**src/rtl/count_seq_pkg.sv**
```systemverilog
// ============================================================================
// Module   : count_seq_pkg
// Brief    : Shared state encoding and default width for the count sequencer.
// Revision : 1.0 - initial release
// ============================================================================
`default_nettype none

package count_seq_pkg;

  localparam int c_DEFAULT_WIDTH = 4;

  typedef enum logic [1:0] {
    ST_IDLE = 2'd0,
    ST_RUN  = 2'd1,
    ST_DONE = 2'd2
  } state_t;

endpackage

`default_nettype wire

```
**src/rtl/incr_unit.sv**
```systemverilog
// ============================================================================
// Module   : incr_unit
// Brief    : Combinational WIDTH-bit +1 incrementer, wraps modulo 2^WIDTH.
// Revision : 1.0 - initial release
// ============================================================================
`default_nettype none

module incr_unit
  import count_seq_pkg::*;
#(
  parameter int WIDTH = c_DEFAULT_WIDTH
) (
  input  logic [WIDTH-1:0] i_val,
  output logic [WIDTH-1:0] o_sum
);

  localparam logic [WIDTH-1:0] c_ONE = {{(WIDTH-1){1'b0}}, 1'b1};

  // Carry out is intentionally dropped so the all-ones value rolls to zero.
  assign o_sum = i_val + c_ONE;

endmodule

`default_nettype wire

```
**src/rtl/count_sequencer.sv**
```systemverilog
// ============================================================================
// Module   : count_sequencer
// Brief    : Start/stop/load controller turning a +1 incrementer into a
//            programmable-limit up-counter with one-shot or auto-reload modes.
// Revision : 1.0 - initial release
// ============================================================================
`default_nettype none

module count_sequencer
  import count_seq_pkg::*;
#(
  parameter int WIDTH = c_DEFAULT_WIDTH
) (
  input  logic             clk,
  input  logic             rst,
  input  logic             start,
  input  logic             stop,
  input  logic             en,
  input  logic             load,
  input  logic [WIDTH-1:0] load_val,
  input  logic [WIDTH-1:0] limit,
  input  logic             auto_reload,
  output logic [WIDTH-1:0] cnt_out,
  output logic             busy,
  output logic             tc,
  output logic             done
);

  state_t           r_state;
  logic [WIDTH-1:0] r_cnt;
  logic [WIDTH-1:0] r_lim;
  logic             r_ar;
  logic             r_busy;
  logic             r_tc;
  logic             r_done;
  logic [WIDTH-1:0] w_inc;

  incr_unit #(
    .WIDTH (WIDTH)
  ) u_incr (
    .i_val (r_cnt),
    .o_sum (w_inc)
  );

  // busy/tc/done are computed alongside the next state so they stay registered.
  always_ff @(posedge clk) begin
    if (rst) begin
      r_state <= ST_IDLE;
      r_cnt   <= '0;
      r_lim   <= '0;
      r_ar    <= 1'b0;
      r_busy  <= 1'b0;
      r_tc    <= 1'b0;
      r_done  <= 1'b0;
    end else begin
      r_tc   <= 1'b0;
      r_done <= 1'b0;
      case (r_state)
        ST_IDLE: begin
          r_busy <= 1'b0;
          if (load) begin
            r_cnt <= load_val;
          end else if (start) begin
            r_lim   <= limit;
            r_ar    <= auto_reload;
            r_state <= ST_RUN;
            r_busy  <= 1'b1;
          end
        end
        ST_RUN: begin
          if (load) begin
            r_cnt <= load_val;
          end else if (stop) begin
            r_state <= ST_IDLE;
            r_busy  <= 1'b0;
          end else if (en) begin
            if (r_cnt != r_lim) begin
              r_cnt <= w_inc;
            end else begin
              r_tc <= 1'b1;
              if (r_ar) begin
                r_cnt <= '0;
              end else begin
                r_state <= ST_DONE;
                r_busy  <= 1'b0;
                r_done  <= 1'b1;
              end
            end
          end
        end
        ST_DONE: begin
          r_state <= ST_IDLE;
          r_busy  <= 1'b0;
        end
        default: begin
          r_state <= ST_IDLE;
          r_busy  <= 1'b0;
        end
      endcase
    end
  end

  assign cnt_out = r_cnt;
  assign busy    = r_busy;
  assign tc      = r_tc;
  assign done    = r_done;

endmodule

`default_nettype wire

```
**config.mk**
```make
export PLATFORM = sky130hd
export DESIGN_NAME = count_sequencer
export DESIGN_NICKNAME = d
export VERILOG_FILES = /design/src/rtl/count_seq_pkg.sv /design/src/rtl/incr_unit.sv /design/src/rtl/count_sequencer.sv
export SDC_FILE = /design/constraint.sdc
export NUM_CORES = 1
export LEC_CHECK = 0
export BUFFER_PORTS_ARGS = -buffer_cell sky130_fd_sc_hd__buf_4
export CELL_PAD_IN_SITES_DETAIL_PLACEMENT = 1
export CELL_PAD_IN_SITES_GLOBAL_PLACEMENT = 2
export CORE_MARGIN = 5
export CORE_UTILIZATION = 30
export DETAILED_ROUTE_END_ITERATION = 8
export GPL_TIMING_DRIVEN = 0
export HOLD_SLACK_MARGIN = 0.12
export PLACE_DENSITY_LB_ADDON = 0.1
export SLEW_MARGIN = 20
export SYNTH_ARGS = -nofsm -noshare
export SYNTH_HDL_FRONTEND = slang
export SYNTH_HIERARCHICAL = 1
export SYNTH_SLANG_ARGS = --single-unit
```
**constraint.sdc**
```tcl
create_clock -name clk -period 1.7 [get_ports clk]
set_input_delay 0.255 -clock clk [delete_from_list [all_inputs] [get_ports clk]]
set_output_delay 0.255 -clock clk [all_outputs]
set_load 0.01 [all_outputs]
```
==> impl_results.rst <==
.. list-table::
   :header-rows: 1

   * - Metric
     - Value
   * - # resized after CTS
     - 0
   * - RSZ-0062 raised after global routing
     - false
   * - Largest voltage drop on the vdd net
     - 0.543 mV
   * - Slew of the pin with the lowest slew margin
     - ~0.54 ns
   * - Pwr/cell area
     - 800 mW/mm^2
   * - Count of buffers inserted at the top-level ports
     - 20
   * - Relative slew slack
     - 0.638
   * - Cell leakage power
     - between 0.3 and 0.4 nW
   * - Boundary Pins
     - 22
   * - Number of violations of the max-capacitance limit
     - 0
   * - Critical path origin
     - cnt_out[2]
   * - Aggregate global routing overflow
     - 0
   * - Run status
     - finished, final reports clean
   * - Hold buffer count at cts
     - 0
   * - Drt first-iter violations
     - 5
   * - Reg-to-reg slack, setup
     - 0.12 ns
   * - Vias per cell
     - 5.10
   * - Buffer depth of the longest clock path
     - 2
   * - Worst-case clock skew
     - 0.00656 ns
   * - Proportion of synthesized chip area in sequential cells
     - 0.375
   * - Row count
     - 18
   * - Global-route usage over all layers
     - 0.111
   * - HPWL after detailed placement
     - 1370 microns
   * - Flip-flop and latch count after synthesis
     - 14
   * - Termination of the worst setup path
     - cnt_out[0]
   * - Routability congestion estimate from global placement
     - 0.736
   * - Final nets
     - 111
   * - Synth warn
     - 6
   * - Count of buffers added by post-CTS timing repair for setup
     - 0
   * - Clock tree from TritonCTS
     - done
   * - Proportion of layout cells with a drive suffix above 1
     - 0.383
   * - Final number of max-transition violations
     - 0
   * - Number of levels the H-tree was split into
     - 1
   * - CTS buffer count
     - 3
   * - Final core area utilization
     - 0.400
   * - Max Clock Freq
     - 633 MHz
   * - Vias in the first global route
     - 667
   * - Sum Neg Setup Slack
     - 0 ns
   * - First-pass GRT wire length
     - 2930 microns
   * - Worst hold-check path type
     - input pin to flip-flop
   * - Clock tree root driver cell
     - sky130_fd_sc_hd__clkbuf_4
   * - Least setup slack across all paths after layout
     - 0.120 ns
   * - Post-synthesis cell type count
     - 28
   * - Total number of vias
     - 633
   * - Count leader, synth
     - sky130_fd_sc_hd__dfxtp_1
   * - R2R cell count
     - 4
   * - Total number of clock tree sinks
     - 14
   * - Number of enable-type register cells in the synthesized netlist
     - 0
   * - DRC
     - 0
   * - Mapped Nets
     - between 80 and 90
   * - Async SR Flop Fraction
     - 0
   * - Pin count of the biggest net entering global routing
     - 9
   * - Clk slew on worst S/H paths
     - roughly 0.090 ns
   * - Shortest clock period the worst path allows after layout
     - 1.58 ns
   * - Area of the mapped netlist
     - 748 sq um
   * - Startpoint of the most critical register-to-register path
     - cnt_out[2]
   * - Total setup violations reported at the end of the flow
     - 0
   * - Layout fillers
     - 291
   * - Top_reg_cell synth
     - sky130_fd_sc_hd__dfxtp_1
   * - Type of destination of the critical path
     - flip-flop
   * - Worst skew pair latency
     - 0.28 ns
   * - Endpoint of the lowest-slack register-to-register path
     - cnt_out[0]
   * - Layout-stage area growth over the synthesis result
     - 29.9%
   * - Post-Place Setup Slack
     - 0.126 ns
   * - Initial core utilization
     - 0.308
   * - Horiz. Die Dim
     - between 50 and 60 microns
   * - Antenna violations before repair
     - 0
   * - Routed WL per cell
     - 14.0 microns
   * - First-pass iteration count of the detailed router
     - 4
   * - Data arrival, critical path
     - about 1.8 ns
   * - Setup Crit Path Kind
     - flip-flop to flip-flop
   * - Syn Inst Count
     - 70
   * - Die outline area
     - 0.00359 sq mm
   * - Antenna-violating nets left
     - 0
   * - Hold Vio Cnt, Final
     - 0
   * - Diode count
     - 0
   * - Leading cell types by total area after synthesis
     - sky130_fd_sc_hd__dfxtp_1 (37%), sky130_fd_sc_hd__xnor2_2 (8.7%), sky130_fd_sc_hd__mux2i_1 (5.4%)
   * - Top cells by count, synth
     - sky130_fd_sc_hd__dfxtp_1 (14), sky130_fd_sc_hd__nor2_1 (8), sky130_fd_sc_hd__a21oi_1 (7)
   * - Final period util
     - 0.929
   * - Total core area
     - 0.00243 sq mm
   * - CP Max Fanout
     - 5
   * - Synth top area share
     - 0.375
   * - Post-Synthesis Mean Instance Area
     - 10.7 sq um
   * - Cell type contributing the most total cell area after synthesis
     - sky130_fd_sc_hd__dfxtp_1
   * - Launching element type of the critical path
     - flip-flop
   * - Required arrival time at the worst endpoint
     - 1.92 ns
   * - Die Height
     - 59.9 microns
   * - Total Routed Length
     - approximately 1700 microns
-- metrics by stage --
| step | total power [mW] | hold slack, ns | area [sq um] | instances |
|---|---|---|---|---|
| floorplan | 0.483 | 0.327 | 748 | 70 |
| global placement | 0.544 | 0.475 | 936 | 120 |
| detailed placement | 0.547 | 0.473 | 936 | 120 |
| CTS | 0.789 | 0.196 | 972 | 124 |
| global route | 0.814 | 0.203 | 972 | 124 |
| finish | 0.777 | 0.202 | 972 | 124 |
-- sequential cells by signal, summed over array words and instances, names as in the netlist --
name,cells
r_ar,1
done,1
tc,1
cnt_out,4
r_lim,4
busy,1
r_state,2
-- metal layers --
layer  share of wire  vias to the layer above  track usage  wire, microns
met2            0.51                       14        0.182            882
met5               0                        -            0              0
met1            0.43                      301        0.131            743
li1                -                      316            -              -
met3           0.057                        2       0.0410            100
met4          0.0086                        0       0.0411             15
-- worst max-delay path, stage by stage (launching register included) --
cell and delay [ns]:
sky130_fd_sc_hd__dfxtp_1 0.52, sky130_fd_sc_hd__xnor2_2 0.20, sky130_fd_sc_hd__a41oi_2 0.23, sky130_fd_sc_hd__or3_4 0.44, sky130_fd_sc_hd__a21oi_1 0.13
-- placed cells by master, fill, tap and decap left out, types with 2 or more instances in the layout --
cell type and count:
sky130_fd_sc_hd__buf_4 21, sky130_fd_sc_hd__dfxtp_1 14, sky130_fd_sc_hd__nor2_1 8, sky130_fd_sc_hd__a21oi_1 7, sky130_fd_sc_hd__mux2i_1 4, sky130_fd_sc_hd__xnor2_2 4, sky130_fd_sc_hd__a22oi_1 4, sky130_fd_sc_hd__o41ai_1 4
sky130_fd_sc_hd__inv_1 3, sky130_fd_sc_hd__clkbuf_4 3, sky130_fd_sc_hd__nand2_1 2, sky130_fd_sc_hd__nor4_1 2
-- how the worst min path moves through the flow --
stage	from	to	slack, ns	depth (start not counted)
finish	load	r_state[1]	0.20	2
global placement	busy	busy	0.47	2
floorplan	rst	r_ar	0.33	1
detailed placement	r_ar	r_state[1]	0.47	1
CTS	rst	r_ar	0.20	2
global route	rst	r_lim[3]	0.20	2
-- kinds of logic (layout without fill, tap and decap cells) --
family / after synthesis / after routing / synth area share
compound gates: 18 / 18 / 0.204
xor+xnor: 6 / 6 / 0.110
fa+ha+maj: 1 / 1 / 0.0167
buf+inv: 4 / 28 / 0.0251
flops: 14 / 14 / 0.375
mux: 4 / 4 / 0.0535
simple gates: 23 / 23 / 0.216
-- power breakdown --
part | leakage, nW | internal (mW) | switching (mW) | total [mW]
clock network | 0.0210 | 0.130 | 0.111 | 0.241
logic | 0.246 | 0.0883 | 0.0736 | 0.162
registers | 0.115 | 0.346 | 0.0286 | 0.374
-- cell type report --
| cell class | instances | area [sq um] | share of cell area |
|---|---|---|---|
| multi-input combinational | 52 | 449 | 0.462 |
| sequential | 14 | 280 | 0.288 |
| timing repair buffer | 20 | 150 | 0.154 |
| tap | 30 | 37.5 | 0.0386 |
| clock buffer | 4 | 36.3 | 0.0373 |
| inverter | 3 | 11.3 | 0.0116 |
| buffer | 1 | 7.51 | 0.00772 |
Power figures use the tool's default switching activity.
